--- src/rtl/stoch_num_gen.sv ---
// Stochastic number generator: turns a held binary operand into a Bernoulli
// bitstream by comparing it against an external random word every cycle.
module stoch_num_gen #(
   parameter int WIDTH = 8,
   parameter int LEN_W = 16
) (
   input  logic             TRIG,
   input  logic             RESET,
   input  logic             START,
   input  logic [WIDTH-1:0] VALUE,
   input  logic [LEN_W-1:0] LENGTH,
   input  logic [WIDTH-1:0] RND,
   output logic             SN,
   output logic             SN_VALID,
   output logic             BUSY,
   output logic             DONE,
   output logic [LEN_W-1:0] ONES_CNT,
   output logic [1:0]       DBG_STATE
);

   // Handshake: START is a request honoured only in IDLE (no queuing);
   // SN_VALID qualifies SN for one cycle per stream bit, with no back-pressure.
   typedef enum logic [1:0] {
      IDLE = 2'd0,
      RUN  = 2'd1,
      FIN  = 2'd2
   } state_t;

   state_t           state_q;
   logic [WIDTH-1:0] val_q;
   logic [LEN_W-1:0] cnt_q;
   logic [LEN_W-1:0] ones_q;
   logic             sn_q;
   logic             sn_valid_q;
   logic             busy_q;
   logic             done_q;
   logic             hit_d;

   assign hit_d = (RND < val_q);

   always_ff @(posedge TRIG or negedge RESET) begin
      if (!RESET) begin
         state_q    <= IDLE;
         val_q      <= '0;
         cnt_q      <= '0;
         ones_q     <= '0;
         sn_q       <= 1'b0;
         sn_valid_q <= 1'b0;
         busy_q     <= 1'b0;
         done_q     <= 1'b0;
      end else begin
         case (state_q)
            IDLE: begin
               sn_q       <= 1'b0;
               sn_valid_q <= 1'b0;
               done_q     <= 1'b0;
               if (START) begin
                  val_q  <= VALUE;
                  cnt_q  <= LENGTH;
                  ones_q <= '0;
                  // A zero-length request skips straight to the end-of-stream pulse.
                  if (LENGTH != '0) begin
                     state_q <= RUN;
                     busy_q  <= 1'b1;
                  end else begin
                     state_q <= FIN;
                     busy_q  <= 1'b0;
                  end
               end
            end
            RUN: begin
               sn_q       <= hit_d;
               sn_valid_q <= 1'b1;
               cnt_q      <= cnt_q - LEN_W'(1);
               ones_q     <= ones_q + LEN_W'(hit_d);
               if (cnt_q == LEN_W'(1)) begin
                  state_q <= FIN;
                  busy_q  <= 1'b0;
               end
            end
            FIN: begin
               sn_q       <= 1'b0;
               sn_valid_q <= 1'b0;
               done_q     <= 1'b1;
               busy_q     <= 1'b0;
               state_q    <= IDLE;
            end
            default: begin
               state_q    <= IDLE;
               sn_q       <= 1'b0;
               sn_valid_q <= 1'b0;
               busy_q     <= 1'b0;
               done_q     <= 1'b0;
            end
         endcase
      end
   end

   assign SN        = sn_q;
   assign SN_VALID  = sn_valid_q;
   assign BUSY      = busy_q;
   assign DONE      = done_q;
   assign ONES_CNT  = ones_q;
   assign DBG_STATE = state_q;

endmodule

--- config.mk ---
export PLATFORM = sky130hd
export DESIGN_NAME = stoch_num_gen
export DESIGN_NICKNAME = d
export VERILOG_FILES = /design/src/rtl/stoch_num_gen.sv
export SDC_FILE = /design/constraint.sdc
export NUM_CORES = 1
export LEC_CHECK = 0
export ABC_AREA = 1
export CAP_MARGIN = 5
export CELL_PAD_IN_SITES_DETAIL_PLACEMENT = 0
export CELL_PAD_IN_SITES_GLOBAL_PLACEMENT = 1
export CORE_AREA = 2 2 85 95
export DETAILED_ROUTE_END_ITERATION = 12
export DIE_AREA = 0 0 87 97
export PLACE_DENSITY = 0.89
export SYNTH_ARGS = -nofsm -noshare
export SYNTH_HDL_FRONTEND = slang
export SYNTH_SLANG_ARGS = --single-unit
--- constraint.sdc ---
create_clock -name TRIG -period 2.8 [get_ports TRIG]
set_input_delay 0.42 -clock TRIG [delete_from_list [all_inputs] [get_ports TRIG]]
set_output_delay 0.42 -clock TRIG [all_outputs]
set_load 0.05 [all_outputs]
==> results.md <==
* Top-Level Pins at 57
* Share of cells above drive strength 1 at 0.05485
* Initial antenna violation count at 0
* Worst r2r dst: ONES_CNT[10]
* EDFF count, synth at 0
* Status: complete, no violations
* Pin count of the biggest net entering global routing at 46
* Die H at 97 um
* TritonCTS clock tree: yes
* Final Max Tran Viols at 0
* Grt ovf at 0
* Hold-fix buffers at CTS at 0
* Seq/Total Area, Yosys at 0.3879
* Synthesized flop and latch total at 45
* Vias in the first global route at 2573
* Post-DP HPWL at 5.193 mm
* DRC violations left at 0
* Clk Latency, worst-skew pair at 0.31 ns
* Data arrival, critical path at 2.52 ns
* Iteration count of the initial detailed-routing pass at 4
* All-Layer GR Usage at 0.1681
* Final core occ at 0.4886
* Violation count after the first detailed-route iteration at 81
* Initial Util at 0.3928
* Dominant cell type by area after synthesis: dfrtp_1
* CP Capture Type: flip-flop
* Cts repair resizes at 0
* Post-DR vias/cell at 4.840
* Total Nets Final at 519
* FILL cells at 749
* Reg2reg setup slack at 0.65 ns
* CTS root buf: clkbuf_8
* Fmax at 431.7 MHz
* Multiplexer share of the synthesized area at 0
* Clock buffer depth at 2
* Synthesis-to-layout area growth at 24.40%
* Die W at 87 um
* CTS clock-pin slew for the worst setup and hold paths at 0.09 ns
* Worst-Margin Slew at 1.023 ns
* Worst min path class: primary input to async pin
* Leak at 0.001689 uW
* Final worst path period need at 2.316 ns
* Async set or reset register ratio after synthesis at 1.000
* RR Startpoint: val_q[3]
* Critical setup path kind: primary input to flip-flop
* Mapped Area at 2903 um2
* H-tree lvl count at 2
* Yosys top cell area share at 0.3879
* Core Area at 7391 um2
* Gpl congestion at 0.8514
* Max_slew headroom at 0.3177
* # setup viols final at 0
* Distinct cells, synth at 32
* Worst-path maximum fanout at 6
* Clock Skews at 0.01426 ns
* Post-Syn Instances at 418
* Post-Synth XOR/XNOR Area at 0.003017
* Worst Path Required at 3.01 ns
* Maximum capacitance violations at 0
* Synth Area in Simple Gates at 0.3608
* R2R depth at 17
* DR WL/cell at 12.01 um
* Critical Path Start Type: primary input
* # Post-CTS Setup Buffers at 0
* Mean Syn Cell Area at 6.944 um2
* Ys Warns at 0
* IO buf count at 56
* RSZ-0062 raised after global routing: no
* Fin. Hold Viols at 0
* Synthesized net count at 464
* ANT cells at 0
* Clock Sinks at 45
* TritonCTS Buffers at 5
* Largest family of logic cells by synthesized area: simple AND/OR/NAND/NOR gates
* Top cells by area, synth: dfrtp_1 (39%), nand2_1 (18%), inv_1 (7.2%)
* Row count at 33
* Die area at 8439 um2
* Placed cells at 553
* Fin Setup TNS at 0 ns
* Prevailing post-synth register cell: dfrtp_1
* ANT nets after route at 0
* Commonest non-fill, non-tap cell in the layout: nand2_1
* Power Dens Cells at 563.8 nW/um2
* Post-route insts no fill at 561
* Post-synthesis compound-gate area fraction at 0.09397
* Worst vdd ir at 205.2 uV
* Total vias in the final route at 2715
* First-pass GRT wire length at 11.43 mm
* Commonest non-fill, non-tap cells in the layout: nand2_1 (136), inv_1 (56), clkdlybuf4s50_1 (55), nor2_1 (51), dfrtp_1 (45)
* Final wirelength at 6.739 mm
* Adder-Cell Fraction of Synth Area at 0.04741
* Fin crit share at 0.8273
-- layer usage --
layer  vias to the layer above  wire length, um  GRT usage
met5                         -                0          0
met3                         9              275    0.04266
met4                         0               91    0.04567
met1                      1228             3062     0.2123
li1                       1429                -          -
met2                        49             3310     0.2813
-- synth_stat cells, types with 2 or more instances --
master,instances
nor2_4,3
ha_1,11
o21ai_0,21
inv_2,2
nand3b_1,2
nand2_1,136
nand4_1,5
nor2_2,3
inv_1,56
a21oi_2,2
inv_4,2
a21oi_1,6
nor2_1,51
buf_4,4
nor3_1,3
o211ai_1,2
o21bai_1,3
nand3_1,38
nand2_2,2
o21ai_1,7
dfrtp_1,45
buf_6,4
-- metrics by stage --
step	worst slack, ns	hold slack [ns]	cell area (um2)	total power, uW
floorplan	0.7658	0.1244	2903	1274
global placement	0.2293	0.4605	3495	1529
detailed placement	0.1655	0.4705	3495	1533
CTS	0.4858	0.3329	3611	2056
global route	0.3590	0.3780	3611	2133
finish	0.4836	0.2844	3611	2036
-- logic make-up after synthesis --
group | count (synthesis)
buf+inv | 69
flops | 45
compound gates | 47
fa+ha+maj | 11
simple gates | 245
xor+xnor | 1
-- flip-flops by register name (all words and copies together), names as in the netlist --
signal     count
SN             1
DBG_STATE      1
SN_VALID       1
BUSY           1
DONE           1
cnt_q         16
val_q          8
ONES_CNT      16
-- power by group --
part           internal [uW]  leakage, uW  switching [uW]
clock                    291    0.0000585             227
combinational            247      0.00115             453
sequential               713     0.000483             105
total                   1250      0.00169             785
-- worst max path at each step --
stage,cells past startpoint,to,slack [ns],from
final,14,ONES_CNT[10],0.48,RND[7]
after global routing,17,ONES_CNT[10],0.36,RND[3]
after global placement,14,ONES_CNT[10],0.23,RND[7]
after floorplan,13,ONES_CNT[10],0.77,RND[7]
after CTS,14,ONES_CNT[10],0.49,RND[7]
after detailed placement,14,ONES_CNT[10],0.17,RND[7]
-- critical path, stage by stage --
cell,delay [ns]
clkdlybuf4s50_1,0.41
ha_1,0.31
a21oi_1,0.15
o21a_1,0.13
nand2_1,0.09
inv_1,0.09
ha_1,0.19
nand2_1,0.16
nor2_4,0.20
nand2_1,0.11
nor2_1,0.10
nand2_1,0.06
nand3_1,0.07
nand2_1,0.05
-- area by class of cell --
cell class	instances	area (um2)	area share
multi-input combinational	304	1466	0.4061
sequential	45	1126	0.3119
timing repair buffer	57	563.0	0.1559
inverter	60	230.2	0.06376
tap	87	108.9	0.03015
clock buffer	7	86.33	0.02391
clock inverter	1	30.03	0.008316
Note: power is estimated with default switching activity, not from simulation.
